[config.mk]
export PLATFORM = sky130hd
export DESIGN_NAME = wb_drain_ctrl
export DESIGN_NICKNAME = d
export VERILOG_FILES = /design/src/rtl/wb_pkg.sv /design/src/rtl/wb_sat_counter.sv /design/src/rtl/wb_drain_ctrl.sv
export SDC_FILE = /design/constraint.sdc
export NUM_CORES = 1
export LEC_CHECK = 0
export CAP_MARGIN = 20
export CORE_AREA = 2 2 100 102
export CTS_BUF_LIST = sky130_fd_sc_hd__clkbuf_4 sky130_fd_sc_hd__clkbuf_8 sky130_fd_sc_hd__clkbuf_16
export CTS_CLUSTER_SIZE = 10
export DETAILED_ROUTE_END_ITERATION = 8
export DIE_AREA = 0 0 102 104
export HOLD_SLACK_MARGIN = 0.15
export PLACE_DENSITY_LB_ADDON = 0.05
export SLEW_MARGIN = 20
export SYNTH_ARGS = -nofsm -noshare
export SYNTH_HDL_FRONTEND = slang
export SYNTH_SLANG_ARGS = --single-unit
[constraint.sdc]
create_clock -name clk -period 2.95 [get_ports clk]
set_input_delay 0.295 -clock clk [delete_from_list [all_inputs] [get_ports clk]]
set_output_delay 0.295 -clock clk [all_outputs]
set_load 0.005 [all_outputs]
[src/rtl/wb_pkg.sv]
// Shared types and constants for the write-buffer drain controller.
// Entry layout: {tag[92:67], index[66:64], data[63:0]}.
package wb_pkg;

   localparam int TAG_W    = 26;
   localparam int IDX_W    = 3;
   localparam int DATA_W   = 64;
   localparam int BEAT_W   = 32;
   localparam int OFFSET_W = 3;
   localparam int CNT_W    = 16;

   localparam int IDX_LSB  = DATA_W;
   localparam int TAG_LSB  = DATA_W + IDX_W;

   typedef enum logic [1:0] {
      ST_IDLE,
      ST_CAPTURE,
      ST_BEAT0,
      ST_BEAT1
   } drain_state_t;

endpackage

[src/rtl/wb_sat_counter.sv]
// Saturating up-counter with enable, clocked on the falling edge so it
// stays in step with the drain controller and the write buffer.
module wb_sat_counter #(
   parameter int WIDTH = 16
) (
   input  logic             clk,
   input  logic             reset,
   input  logic             en,
   output logic [WIDTH-1:0] count
);

   always_ff @(negedge clk or negedge reset) begin
      if (!reset) begin
         count <= '0;
      end else if (en && (count != {WIDTH{1'b1}})) begin
         count <= count + WIDTH'(1);
      end
   end

endmodule

[src/rtl/wb_drain_ctrl.sv]
// Pops the oldest write-buffer entry and emits it as two 32-bit memory write beats.
// Optional performance counters are built when WB_DRAIN_PERF_EN is defined.
module wb_drain_ctrl #(
   parameter int TAG_W  = wb_pkg::TAG_W,
   parameter int IDX_W  = wb_pkg::IDX_W,
   parameter int DATA_W = wb_pkg::DATA_W,
   parameter int BEAT_W = wb_pkg::BEAT_W
) (
   input  logic                                    clk,
   input  logic                                    reset,
   input  logic                                    buf_empty,
   input  logic [TAG_W+IDX_W+DATA_W-1:0]           buf_entry,
   output logic                                    buf_read,
   output logic                                    mem_req,
   output logic [TAG_W+IDX_W+wb_pkg::OFFSET_W-1:0] mem_addr,
   output logic [BEAT_W-1:0]                       mem_wdata,
   input  logic                                    mem_ack,
   output logic                                    busy
`ifdef WB_DRAIN_PERF_EN
   ,
   output logic [wb_pkg::CNT_W-1:0]                drain_count,
   output logic [wb_pkg::CNT_W-1:0]                stall_count
`endif
);
   import wb_pkg::*;

   localparam int ENTRY_W = TAG_W + IDX_W + DATA_W;

   drain_state_t       state;
   drain_state_t       state_nxt;
   logic [ENTRY_W-1:0] hold;
   logic               beat_hi;

   // NOTE: sequential state uses <= so every flop samples pre-edge values.
   always_ff @(negedge clk or negedge reset) begin
      if (!reset) begin
         state <= ST_IDLE;
      end else begin
         state <= state_nxt;
      end
   end

   // NOTE: the holding register is reset because mem_addr/mem_wdata decode
   // straight from it and must read zero while reset is active.
   always_ff @(negedge clk or negedge reset) begin
      if (!reset) begin
         hold <= '0;
      end else if (state == ST_CAPTURE) begin
         hold <= buf_entry;
      end
   end

   // NOTE: every output of this block gets a default first, so no latches.
   always_comb begin
      state_nxt = state;
      buf_read  = 1'b0;
      mem_req   = 1'b0;
      beat_hi   = 1'b0;
      case (state)
         ST_IDLE: begin
            if (!buf_empty) state_nxt = ST_CAPTURE;
         end
         ST_CAPTURE: begin
            buf_read  = 1'b1;
            state_nxt = ST_BEAT0;
         end
         ST_BEAT0: begin
            mem_req = 1'b1;
            if (mem_ack) state_nxt = ST_BEAT1;
         end
         ST_BEAT1: begin
            mem_req = 1'b1;
            beat_hi = 1'b1;
            if (mem_ack) state_nxt = ST_IDLE;
         end
         default: state_nxt = ST_IDLE;
      endcase
   end

   assign busy = (state != ST_IDLE);

   // Beats differ only in address bit 2; the block offset never carries into the index.
   assign mem_addr  = {hold[TAG_LSB +: TAG_W], hold[IDX_LSB +: IDX_W],
                       beat_hi, {(OFFSET_W-1){1'b0}}};
   assign mem_wdata = beat_hi ? hold[BEAT_W +: BEAT_W] : hold[0 +: BEAT_W];

`ifdef WB_DRAIN_PERF_EN
   logic drain_inc;
   logic stall_inc;

   assign drain_inc = (state == ST_BEAT1) && mem_ack;
   assign stall_inc = mem_req && !mem_ack;

   wb_sat_counter #(.WIDTH(CNT_W)) u_drain_cnt (
      .clk   (clk),
      .reset (reset),
      .en    (drain_inc),
      .count (drain_count)
   );

   wb_sat_counter #(.WIDTH(CNT_W)) u_stall_cnt (
      .clk   (clk),
      .reset (reset),
      .en    (stall_inc),
      .count (stall_count)
   );
`endif

endmodule

[After elaboration in Yosys (flattened, before gate mapping)]
Index checks and enable logic that the tools add are counted.
Operators by class
  eq/ne operators: 6
  multiplexer cells: 8
  reduce and logical (&&, ||, !) cells: 4
Operators with widths (number)
  $mux W32: 1
  $pmux W2 S4: 1
  $mux W2: 3
  $ne A2 B2 Y1 const B: 3
  $eq A2 B2 Y1 const B: 2
  $mux W1: 3
  $reduce_and A3 Y1: 1
  $eq A2 B1 Y1 const B: 1
  $logic_not A2 Y1: 1
  $reduce_bool A2 Y1: 1
  $reduce_or A2 Y1: 1
Storage, ports and cells
  register bits after elaboration: 95
  bits of input ports: 97
  output and inout bits: 67
  word-level logic and storage cells: 20

[Logic depth before layout (Yosys ltp)]
Gate-level depths: netlist of run 1.
  depth after elaboration: 3
  gate-level depth with buffers: 5
  gate-level depth less buffers: 5

==> results of run 1 <==
==> routing by layer <==
| metal | routed length (um) | global-route usage [%] |
|---|---|---|
| met5 | 0 | 0 |
| met4 | 44 | 4.00 |
| met3 | 645 | 4.70 |
| met2 | 4720 | 29.7 |
| met1 | 4220 | 24.2 |
==> how the worst max path moves through the flow <==
stage	slack, ps	end
after floorplan	-20	mem_wdata[10]
after global placement	-450	mem_wdata[26]
after detailed placement	-460	mem_wdata[27]
after CTS	-570	mem_wdata[0]
after global routing	-530	mem_wdata[6]
final	-470	mem_wdata[0]
==> kinds of logic (layout without fill, tap and decap cells) <==
logic type                 Yosys count  after routing  share of synthesized area (%)
and+or+nand+nor                      3              3                          0.413
other                                1              2                         0.0826
muxes                              127            127                           37.2
buffers and inverters               50            204                           8.35
adders and majority gates            5              5                           1.38
AOI/OAI and AO/OA                    1              1                          0.193
DFF                                 95             95                           52.3
==> cell type report <==
type / instances / area share, %
repair buffers: 185 / 28.6
multi-input cells: 138 / 29.4
clock inverters: 5 / 1.25
clock buffers: 10 / 2.08
inverters: 4 / 0.265
flip-flops and latches: 95 / 36.0
well taps: 133 / 2.52
==> timing repair <==
action                                  4_1_cts  5_1_grt
resized for setup                           243        4
setup buffers                                13        1
pin swaps                                     4        1
endpoints found under the setup margin       65       57
cloned                                        4        0
==> flip-flops by register name, summed over array words and instances, names as in the netlist <==
| name | count |
|---|---|
| state | 2 |
| hold | 93 |
==> worst reg2reg max path, stage by stage (launching register included) <==
cell     delay (ps)
dfrtn_1         370
buf_4           170
inv_2            80
buf_4           130
ha_4            120
buf_4           600
buf_6           600
mux2_2          440
==> power breakdown <==
group / switching (mW) / total [mW] / internal [mW] / leakage (nW)
clock network: 0.447 / 0.946 / 0.499 / 0.112
registers: 0.381 / 2.43 / 2.04 / 1.11
logic: 1.34 / 4.25 / 2.91 / 1.80
total: 2.17 / 7.62 / 5.45 / 3.02
==> layout by cell type (no fill, tap or decap) <==
| master | n |
|---|---|
| nor2_4 | 1 |
| nand2_1 | 1 |
| clkinv_4 | 2 |
| nor2_1 | 1 |
| clkinv_2 | 1 |
| clkdlybuf4s50_1 | 95 |
| buf_6 | 32 |
| mux2_2 | 29 |
| ha_4 | 4 |
| dlygate4sd2_1 | 30 |
| ha_1 | 1 |
| mux2_4 | 97 |
| inv_1 | 2 |
| dfrtn_1 | 95 |
| clkbuf_8 | 10 |
| clkdlybuf4s15_2 | 1 |
| bufinv_16 | 2 |
| mux2i_1 | 1 |
| buf_8 | 1 |
| inv_4 | 1 |
| buf_4 | 12 |
| buf_2 | 7 |
| buf_12 | 4 |
| buf_16 | 3 |
| inv_2 | 1 |
| conb_1 | 2 |
| o21ai_2 | 1 |
==> summary.md, run 1 <==
| Metric | Value |
|---|---|
| Overall Power | about 7.6 mW |
| Critical Path AT | between 3000 and 4000 ps |
| Slew headroom | 48.5% |
| EDFF count, synth | 0 |
| Layout Utilization | between 60% and 70% |
| Least-Margin Pin Slew | 772 ps |
| Unrepaired setup endpoints after global routing | yes |
| Hold Crit Depth | 1 |
| Design area | approximately 6600 sq um |
| Crit path from | state[0] |
| Core Region | 9550 sq um |
| DRC | 0 |
| Crit path max-delay family | flip-flops |
| Area occupied by registers | 2380 sq um |
| DR vias/cell | 4.70 |
| CTS Root Cell | clkbuf_8 |
| Synthesis-to-finish area growth | 45.5% |
| Worst Hold End | hold[85] |
| Slowest stage delay, CP | 450 ps |
| Status | complete, but fails checks |
| Starting Density | 47.6% |
| Crit path launch type | flip-flop |
| Pin count of the biggest net entering global routing | 53 |
| CP endpoint kind | output port |
| Post-DP HPWL | 6330 um |
| Hold buffers post-CTS | 0 |
| Fill cell count | 724 |
| Flops & latches, synth | 95 |
| GRT Resource Usage Total | 18.1% |
| Top-Level Pins | 164 |
| Commonest cells post-synth | 95 x dfrtn_1, 70 x mux2_4, 56 x mux2_2, 36 x buf_4, 7 x buf_6 |
| Synth area leader | dfrtn_1 |
| Vias in the first global route | 2914 |
| RR Endpoint | hold[1] |
| Worst skew pair latency | 330 ps |
| R2R cell count | 7 |
| Power per cell area | 1150 nW/um^2 |
| Clock transition at path regs | 60 ps |
| Main synth FF type | dfrtn_1 |
| WS Path Type | reg2out |
| Synth top area cells | dfrtn_1 52%, mux2_4 23%, mux2_2 14% |
| Area share of the largest cell type after synthesis | 52.3% |
| Drt wl/cell | 16.9 um |
| CTS tree | done |
| Fin nets | 535 |
| Footprint of the multi-input gates | around 1900 sq um |
| Inserted Diodes | 0 |
| Most numerous cell in the Yosys netlist | dfrtn_1 |
| Peak supply drop | 0.517 mV |
| Via count | roughly 2700 |
| CTS Buffer Depth | 2 |
| Final setup violation count | 36 |
| Seq/Total Area, Yosys | between 50% and 60% |
| Die height | 104 um |
| Worst hold slack | 447 ps |
| Placed cells | roughly 540 |
| TritonRoute pass-1 iters | 3 |
| GRT Residual Overflow | 0 |
| Warnings, synthesis | 0 |
| FFs w/ async S/R, synth | between 90% and 100% |
| Non-Filler Instances | 570 |
| Worst setup margin | -470 ps |
| Leakage power | 3.02 nW |
| First-pass GRT wire length | about 15000 um |
| Pre-CTS setup slack | -457 ps |
| Post-Synthesis Cells | 282 |
| CP max-delay cell | dfrtn_1 |
| Critical-path cell list | ha_4 > buf_8 > buf_12 > mux2_4 > buf_6 |
| Worst Path Buf+Inv | 3 |
| WP depth | 5 |
| H-Tree Depth | 3 |
| Routability cong. | 0.726 |
| Worst hold start | hold[85] |
| Final slew viol count | 0 |
| Max-Cap Viols | 0 |
| Mapped Area | around 4500 sq um |
| R2r setup slk | 290 ps |
| Distinct cells, synth | 14 |
| Hold WC Path Type | reg2reg |
| Die W | 102 um |
| Fraction of layout cells with a size suffix above 1 | 47.8% |
| I/O Buffers | 161 |
| ANT nets after route | 0 |
| Setup Skew | between 10 and 15 ps |
| Total CTS buffers | 9 |
| # rows | 36 |
| Total Neg Setup Slack | -15280 ps |
| Count of final hold-check violations | 0 |
| Clk sink count | 95 |
| Failing checks | negative setup slack |
| Area post-placement | roughly 6100 sq um |
| Max FO, Critical Path | 6 |
| DRT iter0 DRCs | 44 |
| Reg-to-Reg Start | state[1] |
| Die ar. | between 10000 and 15000 sq um |
| Initial antenna violation count | 0 |
| Worst Path Required | 2650 ps |
| WL final | 9630 um |
| Syn_area_per_cell | 16.1 sq um |
Power figures use the tool's default switching activity.
==> run 2: changes to the inputs <==
--- a/config.mk
+++ b/config.mk
@@ -16,4 +16,5 @@
 export SLEW_MARGIN = 20
 export SYNTH_ARGS = -nofsm -noshare
 export SYNTH_HDL_FRONTEND = slang
+export SYNTH_HIERARCHICAL = 1
 export SYNTH_SLANG_ARGS = --single-unit
==> results of run 2 <==
The final DEF is identical to that of run 1; final timing and power are the same.
Main changes from that run: Yosys warning count 0 -> 6
==> run 3: changes to the inputs <==
--- a/config.mk
+++ b/config.mk
@@ -5,12 +5,14 @@
 export SDC_FILE = /design/constraint.sdc
 export NUM_CORES = 1
 export LEC_CHECK = 0
+export ABC_CLOCK_PERIOD_IN_PS = 2950
 export CAP_MARGIN = 20
 export CORE_AREA = 2 2 100 102
 export CTS_BUF_LIST = sky130_fd_sc_hd__clkbuf_4 sky130_fd_sc_hd__clkbuf_8 sky130_fd_sc_hd__clkbuf_16
 export CTS_CLUSTER_SIZE = 10
 export DETAILED_ROUTE_END_ITERATION = 8
 export DIE_AREA = 0 0 102 104
+export GPL_TIMING_DRIVEN = 0
 export HOLD_SLACK_MARGIN = 0.15
 export PLACE_DENSITY_LB_ADDON = 0.05
 export SLEW_MARGIN = 20
==> summary.md, run 3 <==
| Metric | Value |
|---|---|
| Max FO, Critical Path | 7 |
| EDFF count, synth | 0 |
| Max-Cap Viols | 0 |
| Final slew viol count | 0 |
| Total CTS buffers | 9 |
| Area share of the largest cell type after synthesis | between 50 and 60% |
| Final setup violation count | 36 |
| Placed cells | 578 |
| DRT iter0 DRCs | 63 |
| Pin count of the biggest net entering global routing | 65 |
| Die W | 102 um |
| Initial antenna violation count | 0 |
| Critical-path cell list | ha_4 > buf_8 > buf_12 > buf_12 > buf_6 > mux2_4 > buf_6 |
| First-pass GRT wire length | roughly 16000 um |
| Syn_area_per_cell | about 16 sq um |
| TritonRoute pass-1 iters | 4 |
| Top-Level Pins | between 150 and 200 |
| Die height | 104 um |
| Core Region | 9550 sq um |
| Largest Register | hold |
| Crit path from | state[1] |
| WL final | 9730 um |
| Synthesis-to-finish area growth | 50.8% |
| Starting Density | between 40% and 50% |
| # rows | 36 |
| Worst Hold End | hold[84] |
| FFs w/ async S/R, synth | 100% |
| GRT Resource Usage Total | 19.1% |
| Drt wl/cell | 15.8 um |
| Worst hold start | hold[84] |
| Inserted Diodes | 0 |
| Area post-placement | 6370 sq um |
| Fin nets | 579 |
| Die ar. | 10600 sq um |
| Most frequent cells in the layout | 95 x dfrtn_1, 95 x clkdlybuf4s50_1, 94 x mux2_4 |
| Overall Power | 7.83 mW |
| Worst Path Required | 2650 ps |
| Vias in the first global route | 3065 |
| Hold WC Path Type | reg2reg |
| Failing checks | negative setup slack |
| Unrepaired setup endpoints after global routing | yes |
| Clock transition at path regs | 60 ps |
| Worst skew pair latency | 350 ps |
| Warnings, synthesis | 6 |
| Count of final hold-check violations | 0 |
| Distinct cells, synth | 14 |
| Status | complete, but fails checks |
| Design area | 6850 sq um |
| Layout Utilization | between 70% and 80% |
| Clk sink count | 95 |
| Post-Synthesis Cells | 282 |
| Max FFs per register | 93 |
| DR vias/cell | 4.56 |
| Via count | between 2000 and 3000 |
| CTS Buffer Depth | 2 |
| Hold Crit Depth | 1 |
| Power per cell area | around 1100 nW/um^2 |
| CP max-delay cell | dfrtn_1 |
| CP endpoint kind | output port |
| DRC | 0 |
| Synth area leader | dfrtn_1 |
| Fraction of layout cells with a size suffix above 1 | between 50% and 60% |
| CTS tree | done |
| Worst setup margin | -658 ps |
| Flops & latches, synth | 95 |
| ANT nets after route | 0 |
| Pre-CTS setup slack | -594 ps |
| Mapped Area | 4540 sq um |
| H-Tree Depth | 3 |
| Main synth FF type | dfrtn_1 |
| Routability cong. | 0.726 |
| I/O Buffers | 161 |
| Post-DP HPWL | 6570 um |
| Total Neg Setup Slack | -19120 ps |
| Most numerous cell in the Yosys netlist | dfrtn_1 |
| RR Endpoint | hold[29] |
| Slowest stage delay, CP | 470 ps |
| Peak supply drop | between 0.5 and 0.6 mV |
| R2r setup slk | 1110 ps |
| R2R cell count | 7 |
| Critical Path AT | 3310 ps |
| Crit path launch type | flip-flop |
| Synth top area cells | dfrtn_1 52%, mux2_4 23%, mux2_2 14% |
| Reg-to-Reg Start | state[1] |
| Leakage power | 3.20 nW |
| Seq/Total Area, Yosys | 52.3% |
| Commonest cells post-synth | 95 x dfrtn_1, 70 x mux2_4, 56 x mux2_2, 36 x buf_4, 7 x buf_6 |
| GRT Residual Overflow | 0 |
| WS Path Type | reg2out |
| Non-Filler Instances | 614 |
| Worst hold slack | 452 ps |
| Top flop regs | hold (93), state (2) |
| Setup Skew | 5.09 ps |
| CTS Root Cell | clkbuf_8 |
## run 3: cell types whose count changed in the layout (fill, tap and decap cells not counted), moves of 3 or more
cell	previous run	this run
buf_2	7	14
buf_4	12	45
buf_6	32	35
clkbuf_2	0	3
mux2_2	29	32
mux2_4	97	94
## run 3: worst max-delay path by stage
stage | cells after the start | to
detailed placement | 5 | mem_wdata[28]
finish | 7 | mem_wdata[19]
global route | 7 | mem_wdata[28]
CTS | 7 | mem_wdata[18]
floorplan | 4 | mem_wdata[10]
global placement | 1 | hold[2]
## run 3: kinds of logic after synthesis
family	share of synthesized area, %
and+or+nand+nor	0.413
muxes	37.2
other	0.0826
adders and majority gates	1.38
buffers and inverters	8.35
DFF	52.3
AOI/OAI and AO/OA	0.193
## run 3: critical path: cells and delay by family (launching register included)
kind / cells / cell delay, ps
flops: 1 / 470
mux: 1 / 300
buf+inv: 5 / 570
fa+ha+maj: 1 / 160
## run 3: layout make-up
| cell class | count | area [sq um] |
|---|---|---|
| Fill cell | 697 | 2700 |
| Timing Repair Buffer | 185 | 1800 |
| Sequential cell | 95 | 2380 |
| Buffer | 44 | 379 |
| Tap cell | 133 | 166 |
| Clock buffer | 12 | 153 |
| Clock inverter | 3 | 43.8 |
| Multi-Input combinational cell | 138 | 1910 |
| Inverter | 4 | 17.5 |
## run 3: routing by layer
| metal | track usage (%) | routed length [um] |
|---|---|---|
| met5 | 0 | 0 |
| met4 | 7.14 | 145 |
| met3 | 3.97 | 561 |
| met2 | 30.5 | 4640 |
| met1 | 25.6 | 4380 |
## run 3: where the power goes
group | internal [mW] | switching (mW)
Clock | 0.431 | 0.450
Sequential | 2.05 | 0.371
Combinational | 3.14 | 1.40
Total | 5.61 | 2.22
## run 3: repair_timing
item,in CTS,in global routing
endpoints found under the setup margin,65,36
pin swaps,1,2
hold buffers,0,0
buffers inserted,20,4
resized for setup,218,22
gates cloned,2,0
